[src/rtl/lfsr_burst_ctrl_if.sv]
// Command and PRBS output bundle for lfsr_burst_ctrl.
// The slave side is the controller; the master side issues commands and consumes words.
interface lfsr_burst_ctrl_if;
   logic       cmd_valid;
   logic       cmd_ready;
   logic [1:0] cmd_op;
   logic [9:0] cmd_arg;
   logic       out_valid;
   logic       out_ready;
   logic [9:0] out_data;
   logic       busy;
   logic       done;
   logic       err;

   modport master (
      output cmd_valid, cmd_op, cmd_arg, out_ready,
      input  cmd_ready, out_valid, out_data, busy, done, err
   );

   modport slave (
      input  cmd_valid, cmd_op, cmd_arg, out_ready,
      output cmd_ready, out_valid, out_data, busy, done, err
   );
endinterface

[src/rtl/lfsr_burst_ctrl.sv]
// LFSR burst controller: emits bursts of words from a 10-bit Fibonacci LFSR
// (x^10 + x^7 + 1), one word per output handshake, under command control.
// The LFSR only moves on a handshake, so a stalled consumer always sees a stable word.
module lfsr_burst_ctrl (
   input  logic             clk,
   input  logic             rst,
   lfsr_burst_ctrl_if.slave bus
);

   typedef enum logic [1:0] {
      ST_IDLE = 2'd0,
      ST_RUN  = 2'd1,
      ST_DONE = 2'd2
   } state_t;

   localparam logic [1:0] OP_NOP   = 2'b00;
   localparam logic [1:0] OP_SEED  = 2'b01;
   localparam logic [1:0] OP_BURST = 2'b10;
   localparam logic [1:0] OP_ABORT = 2'b11;

   state_t     r_state;
   state_t     w_nextState;
   logic [9:0] r_lfsr;
   logic [9:0] w_nextLfsr;
   logic [9:0] r_count;
   logic [9:0] w_nextCount;
   logic       r_err;
   logic       w_nextErr;

   logic       w_cmdReady;
   logic       w_outValid;
   logic       w_cmdAccept;
   logic       w_handshake;
   logic       w_lastWord;
   logic [9:0] w_lfsrStep;

   assign w_lfsrStep  = {r_lfsr[8:0], r_lfsr[9] ^ r_lfsr[6]};
   assign w_cmdReady  = (r_state != ST_DONE);
   assign w_outValid  = (r_state == ST_RUN);
   assign w_cmdAccept = bus.cmd_valid & w_cmdReady;
   assign w_handshake = w_outValid & bus.out_ready;
   assign w_lastWord  = w_handshake & (r_count == 10'd1);

   assign bus.cmd_ready = w_cmdReady;
   assign bus.out_valid = w_outValid;
   assign bus.out_data  = r_lfsr;
   assign bus.busy      = (r_state == ST_RUN);
   assign bus.done      = (r_state == ST_DONE);
   assign bus.err       = r_err;

   // Next-state logic: command decode in IDLE, word accounting and abort/error handling in RUN.
   always_comb begin
      w_nextState = r_state;
      w_nextLfsr  = r_lfsr;
      w_nextCount = r_count;
      w_nextErr   = 1'b0;

      case (r_state)
         ST_IDLE: begin
            if (w_cmdAccept) begin
               case (bus.cmd_op)
                  OP_SEED: begin
                     if (bus.cmd_arg != 10'd0) begin
                        w_nextLfsr = bus.cmd_arg;
                     end else begin
                        w_nextErr = 1'b1;
                     end
                  end
                  OP_BURST: begin
                     if (bus.cmd_arg != 10'd0) begin
                        w_nextCount = bus.cmd_arg;
                        w_nextState = ST_RUN;
                     end else begin
                        w_nextState = ST_DONE;
                     end
                  end
                  default: begin
                     w_nextState = ST_IDLE;
                  end
               endcase
            end
         end

         ST_RUN: begin
            if (w_handshake && (r_count != 10'd0)) begin
               w_nextLfsr  = w_lfsrStep;
               w_nextCount = r_count - 10'd1;
            end
            if (w_lastWord) begin
               w_nextState = ST_DONE;
            end
            if (w_cmdAccept) begin
               case (bus.cmd_op)
                  OP_ABORT: begin
                     if (!w_lastWord) begin
                        w_nextState = ST_IDLE;
                        w_nextCount = 10'd0;
                     end
                  end
                  OP_SEED, OP_BURST: begin
                     w_nextErr = 1'b1;
                  end
                  default: begin
                     w_nextErr = 1'b0;
                  end
               endcase
            end
         end

         ST_DONE: begin
            w_nextState = ST_IDLE;
         end

         default: begin
            w_nextState = ST_IDLE;
         end
      endcase
   end

   // State, LFSR, word counter and error pulse registers with synchronous reset.
   always_ff @(posedge clk) begin
      if (rst) begin
         r_state <= ST_IDLE;
         r_lfsr  <= 10'h001;
         r_count <= 10'd0;
         r_err   <= 1'b0;
      end else begin
         r_state <= w_nextState;
         r_lfsr  <= w_nextLfsr;
         r_count <= w_nextCount;
         r_err   <= w_nextErr;
      end
   end

endmodule
[src/flat_wrapper.sv]
// flat-port wrapper written by rule: the top's interface ports become plain ports
module lfsr_burst_ctrl_flat 
  (clk, rst, bus_cmd_valid, bus_cmd_op, bus_cmd_arg, bus_out_ready, bus_cmd_ready, bus_out_valid, bus_out_data, bus_busy, bus_done, bus_err);
  lfsr_burst_ctrl_if bus_i ();
  input  logic clk;
  input  logic rst;
  input wire logic [$bits(bus_i.cmd_valid)-1:0] bus_cmd_valid;
  input wire logic [$bits(bus_i.cmd_op)-1:0] bus_cmd_op;
  input wire logic [$bits(bus_i.cmd_arg)-1:0] bus_cmd_arg;
  input wire logic [$bits(bus_i.out_ready)-1:0] bus_out_ready;
  output wire logic [$bits(bus_i.cmd_ready)-1:0] bus_cmd_ready;
  output wire logic [$bits(bus_i.out_valid)-1:0] bus_out_valid;
  output wire logic [$bits(bus_i.out_data)-1:0] bus_out_data;
  output wire logic [$bits(bus_i.busy)-1:0] bus_busy;
  output wire logic [$bits(bus_i.done)-1:0] bus_done;
  output wire logic [$bits(bus_i.err)-1:0] bus_err;
  assign bus_i.cmd_valid = bus_cmd_valid;
  assign bus_i.cmd_op = bus_cmd_op;
  assign bus_i.cmd_arg = bus_cmd_arg;
  assign bus_i.out_ready = bus_out_ready;
  assign bus_cmd_ready = bus_i.cmd_ready;
  assign bus_out_valid = bus_i.out_valid;
  assign bus_out_data = bus_i.out_data;
  assign bus_busy = bus_i.busy;
  assign bus_done = bus_i.done;
  assign bus_err = bus_i.err;
  lfsr_burst_ctrl u_core (.clk(clk), .rst(rst), .bus(bus_i));
endmodule
[config.mk]
export PLATFORM = sky130hd
export DESIGN_NAME = lfsr_burst_ctrl_flat
export DESIGN_NICKNAME = d
export VERILOG_FILES = /design/src/rtl/lfsr_burst_ctrl_if.sv /design/src/rtl/lfsr_burst_ctrl.sv /design/src/flat_wrapper.sv
export SDC_FILE = /design/constraint.sdc
export NUM_CORES = 1
export LEC_CHECK = 0
export BUFFER_PORTS_ARGS = -buffer_cell sky130_fd_sc_hd__buf_2
export CAP_MARGIN = 20
export CORE_UTILIZATION = 58
export DETAILED_ROUTE_END_ITERATION = 16
export GPL_ROUTABILITY_DRIVEN = 0
export PLACE_DENSITY = 0.88
export SETUP_SLACK_MARGIN = 0.2
export SLEW_MARGIN = 20
export SYNTH_ARGS = -nofsm -noshare
export SYNTH_HDL_FRONTEND = slang
export SYNTH_SLANG_ARGS = --single-unit
[constraint.sdc]
create_clock -name clk -period 3.3 [get_ports clk]
set_input_delay 0.66 -clock clk [delete_from_list [all_inputs] [get_ports clk]]
set_output_delay 0.66 -clock clk [all_outputs]
set_load 0.02 [all_outputs]
Word-level counts from Yosys, hierarchy flattened
Index checks and enable logic that the tools add are counted.
W data, S select, Z words.
{"block": "totals", "reg_bits": 23, "in_bits": 16, "wordCells": 57}
{"block": "op_classes", "n_addsub": 1, "n_eq_ne": 13, "n_mux": 26, "bitwise_logic": 4, "reduce_logical": 9}
{"op": "$mux W10", "n": 10}
{"op": "$pmux W10 S2", "n": 2}
{"op": "$reduce_bool A10 Y1", "n": 2}
{"op": "$mux W2", "n": 6}
{"op": "$eq A10 B1 Y1 const B", "n": 1}
{"op": "$sub A10 B1 Y10 const B", "n": 1}
{"op": "$ne A2 B1 Y1 const B", "n": 4}
{"op": "$pmux W2 S2", "n": 2}
{"op": "$eq A2 B2 Y1 const B", "n": 3}
{"op": "$ne A2 B2 Y1 const B", "n": 3}
{"op": "$mux W1", "n": 5}
{"op": "$reduce_and A5 Y1", "n": 1}
{"op": "$eq A2 B1 Y1 const B", "n": 2}
{"op": "$reduce_and A4 Y1", "n": 1}
{"op": "$and A1 B1 Y1", "n": 3}
{"op": "$logic_not A2 Y1", "n": 1}
{"op": "$pmux W1 S2", "n": 1}
{"op": "$reduce_and A2 Y1", "n": 1}
{"op": "$reduce_bool A2 Y1", "n": 1}
{"op": "$reduce_or A2 Y1", "n": 1}
{"op": "$logic_and A1 B1 Y1", "n": 1}
{"op": "$xor A1 B1 Y1", "n": 1}

Logic depth before layout (Yosys ltp)
{"block": "logic_depth", "word_depth": 8, "ltp_mapped": 8, "ltp_nobuf": 7}

Worst setup path before layout
OpenSTA, ideal clock, no wires.
{"block": "synth_timing", "path_kind": "flip-flop to output port", "start": "reg u_core.r_state[1]", "end": "out bus_out_valid", "arrival_time_ns": 1.333, "setup_slack_ns": 1.307, "path_stages_with_launch": 5, "path_cell_list": "dfxtp_1 -> nand2b_2 -> inv_2 -> clkbuf_1 -> buf_4"}
{"block": "synth_via", "elab_chain_len": 1}
{"item": "from (decl)", "line_no": "lfsr_burst_ctrl.sv:21", "text": "state_t r_state;"}
{"item": "from (signal assigned)", "line_no": "lfsr_burst_ctrl.sv:128", "text": "r_state <= w_nextState;"}
{"item": "$eq A2 B1 Y1"}
{"item": "to (decl)", "line_no": "flat_wrapper.sv:12", "text": "output wire logic [$bits(bus_i.out_valid)-1:0] bus_out_valid;"}
No other way between the ends.

Final worst setup path
{"block": "layout_timing", "start": "reg u_core.r_count[0]", "end": "reg u_core.r_lfsr[3], in the netlist u_core.bus.out_data[3]"}
{"block": "layout_via", "elab_chain_len": 4}
{"item": "from (decl)", "line_no": "lfsr_burst_ctrl.sv:25", "text": "logic [9:0] r_count;"}
{"item": "from (signal assigned)", "line_no": "lfsr_burst_ctrl.sv:130", "text": "r_count <= w_nextCount;"}
{"item": "$reduce_bool A10 Y1", "line_no": "lfsr_burst_ctrl.sv:85", "text": "if (w_handshake && (r_count != 10'd0)) begin"}
{"item": "$logic_and A1 B1 Y1", "line_no": "lfsr_burst_ctrl.sv:85"}
{"item": "$ne A2 B2 Y1 (no line)"}
{"item": "$reduce_and A5 Y1 (no line)"}
{"item": "to (signal assigned)", "line_no": "lfsr_burst_ctrl.sv:129", "text": "r_lfsr <= w_nextLfsr;"}
{"item": "to (decl)", "line_no": "lfsr_burst_ctrl.sv:23", "text": "logic [9:0] r_lfsr;"}
No other way between the ends.
A chain may end at the register's enable or synchronous reset.

==> flow_summary.yaml <==
routing:
  drt-total-wl_um: 3720
  num_vias: 1538
  antenna_violating_nets_post_route: 0
  via_per_inst: 6.44
  drt_iter0_markers: 77
  wl_per_cell_um: 15.6
  first_pass_iters: 4
  drc: 0
setup_path:
  path_cells: "inv_1 -> ha_1 -> nor3b_2 -> a31oi_1 -> o32a_1 -> nor2_1 -> a311oi_1"
  crit_path_max_fanout: 20
  worstPathRequired_ns: 3.52
  crit_path_top_delay_cell: "o32a_1"
  critPathKind: "reg -> reg"
  r2r-end: "u_core.bus.out_data[3]"
  reg2reg_from: "u_core.r_count[0]"
  r2r_setup_slack_ns: 0.96
  worst_setup_path_start_kind: "flip-flop"
  cp.arrival_ns: 2.56
  r2r_cells: 7
  crit_path_end_kind: "flip-flop"
  worst_path_largest_cell_delay_ns: 0.62
final_layout:
  nFillCells: 196
  multi_input_area_um2: 938
  drive_gt1_frac: 0.213
  utilization: 0.716
  layoutNonFillerInstCount: 239
  final-seq-area_um2: 460
  nets: 234
  syn_to_final_growth_pct: 11.5
  antennaDiodeCount: 0
sta:
  worstMarginPinSlew_ns: 0.655
  setup_viol: 0
  rsz0062_at_grt: "no"
  slew_viol_final: 0
  timing.fmax_mhz: 426
  min_period_over_period: 0.711
  fin_tns_setup_ns: 0
  slew_headroom: 0.563
  post-route-min-period_ns: 2.34
  final_hold_viol_count: 0
  finalClockSkew_ns: 0.00464
global_route:
  grt_pass1_wl_um: 6080
  grt_max_degree: 30
  grt_usage: 0.300
  gr-total-overflow: 0
  first_global_vias: 1346
  antenna_found_initial: 0
floorplan:
  die_y_um: 52.4
  core_region_area_um2: 2300
  die-area_um2: 2750
  initial_utilization: 0.642
  std_cell_rows: 17
  ios: 31
  dieWidth_um: 52.4
job:
  max_cap_viol_count: 0
min_path:
  min_path_type: "reg -> reg"
  hold_depth: 2
  hold_path_end: "u_core.bus.out_data[8]"
  holdCritStartpoint: "u_core.bus.out_data[7]"
synthesis:
  synth_edf_count: 0
  synth_ff_type: "dfxtp_1"
  async_reset_ff_frac: 0
  syn_inst: 185
  seq_area_frac_synth: 0.312
  syn-cell-area_um2: 1480
  yosysWarnings: 0
  ys_ff_latch: 23
  synth.distinct_cells: 52
  synth_fp_nets: 207
  avgSynthCellArea_um2: 7.97
clock_tree:
  clock_insertion_delay_worst_skew_ns: 0.31
  ctsHoldBuffers: 0
  clk_path_buf_depth: 2
  cts.sinks: 23
  post_cts_resized: 0
  clk_pin_slew_ns: 0.12
  htreeDepth: 1
  cts_tree: "built"
  root_buffer: "clkbuf_4"
  cts-buffers-inserted: 3
  post-cts-setup-buffers: 0
power_and_ir_drop:
  irDropWorstVdd_mv: 0.303
  leakagePower_nw: 0.653
  power_density_nw_per_um2: 351
place:
  dp_hpwl_um: 2700
  port-buffer-count: 30
  dp.cells: 235
run_status:
  outcome: "complete, no violations"
[cell usage after synthesis, types with 2 or more instances]
master / count / area, µm²
nor2_1: 26 / 97.6
a311oi_1: 9 / 78.8
o21ai_1: 3 / 15.0
o21ai_0: 2 / 10.0
and2_1: 4 / 25.0
a31oi_1: 8 / 50.1
and3b_1: 2 / 17.5
nand2_1: 20 / 75.1
nor4_1: 4 / 25.0
a21oi_1: 7 / 35.0
xnor2_1: 2 / 17.5
buf_2: 3 / 15.0
o31a_1: 2 / 17.5
nor3_1: 4 / 20.0
dfxtp_1: 23 / 460
and3_1: 2 / 12.5
clkbuf_1: 3 / 11.3
inv_1: 8 / 30.0
ha_1: 6 / 75.1
nand3_1: 7 / 35.0
nand2b_1: 4 / 25.0
o32ai_1: 3 / 26.3
a211oi_1: 3 / 22.5
nand3b_1: 2 / 15.0
[state kept, by name, indices dropped and copies added (netlist names)]
register,count
u_core.r_state,2
u_core.bus.out_data,10
u_core.bus.err,1
u_core.r_count,10
[final cells by class]
type	instances	area share
multi-input combinational	145	0.571
timing repair buffer	30	0.0913
tap	28	0.0213
inverter	9	0.0205
sequential	23	0.280
clock buffer	4	0.0160
[where the power goes]
group	total [W]	switching (W)	internal (W)	leakage, nW
Clock	0.000130	0.0000831	0.0000472	0.0150
Combinational	0.000137	0.0000843	0.0000523	0.450
Sequential	0.000310	0.0000173	0.000293	0.188
Total	0.000577	0.000185	0.000392	0.653
[critical path, delay by kind of cell, from the launching register on]
kind | cells | cell delay (ns)
adders and majority gates | 1 | 0.20
and+or+nand+nor | 2 | 0.29
buffers and inverters | 1 | 0.10
AOI/OAI and AO/OA | 3 | 1.23
DFF | 1 | 0.42
[layout by cell type, fill, tap and decap left out, types with 2 or more instances in the layout]
master / instances
o32ai_1: 3
nand3b_1: 2
o21ai_0: 2
a311oi_1: 9
and3b_1: 2
and2_1: 4
nand3_1: 7
xnor2_1: 2
buf_2: 30
inv_1: 8
ha_1: 6
nor4_1: 4
clkbuf_4: 3
nand2_1: 20
o21ai_1: 3
a211oi_1: 3
o31a_1: 2
nor2_1: 26
a31oi_1: 8
nand2b_1: 4
dfxtp_1: 23
a21oi_1: 7
nor3_1: 4
and3_1: 2
[per-layer routing]
layer  vias to the layer above  share of wire  GRT usage  wire [µm]
li1                        731              -          -          -
met2                        84           0.46      0.458       1720
met3                        15          0.064     0.0348        238
met4                         0          0.033      0.162        123
met5                         -              0          0          0
met1                       708           0.44      0.408       1640
[per-stage QoR]
stage	power [W]	cell area [µm²]	hold WS (ns)	setup slack (ns)
after floorplan	0.000410	1480	0.477	1.31
after global placement	0.000443	1620	0.479	1.00
after detailed placement	0.000449	1620	0.486	0.877
after CTS	0.000577	1640	0.504	0.989
after global routing	0.000605	1640	0.525	0.792
final	0.000577	1640	0.503	0.955
[logic make-up (layout without fill, tap and decap cells)]
| kind of cell | Yosys count | after routing | synth area share |
|---|---|---|---|
| AOI/OAI and AO/OA | 47 | 47 | 0.243 |
| DFF | 23 | 23 | 0.312 |
| xor gates and xnor gates | 3 | 3 | 0.0178 |
| adders and majority gates | 6 | 6 | 0.0509 |
| and+or+nand+nor | 88 | 88 | 0.317 |
| muxes | 1 | 1 | 0.00679 |
| buffers and inverters | 17 | 43 | 0.0517 |
[worst max-delay path by stage]
stage	from	endpoint	slack, ns
after floorplan	u_core.r_state[1]	bus_out_valid	1.31
after global routing	u_core.r_count[0]	u_core.bus.out_data[7]	0.79
final	u_core.r_count[0]	u_core.bus.out_data[3]	0.96
after detailed placement	bus_cmd_arg[0]	u_core.bus.out_data[3]	0.88
after global placement	bus_cmd_arg[1]	u_core.bus.out_data[0]	1.00
after CTS	u_core.r_count[0]	u_core.bus.out_data[3]	0.99
Power figures use the tool's default switching activity.
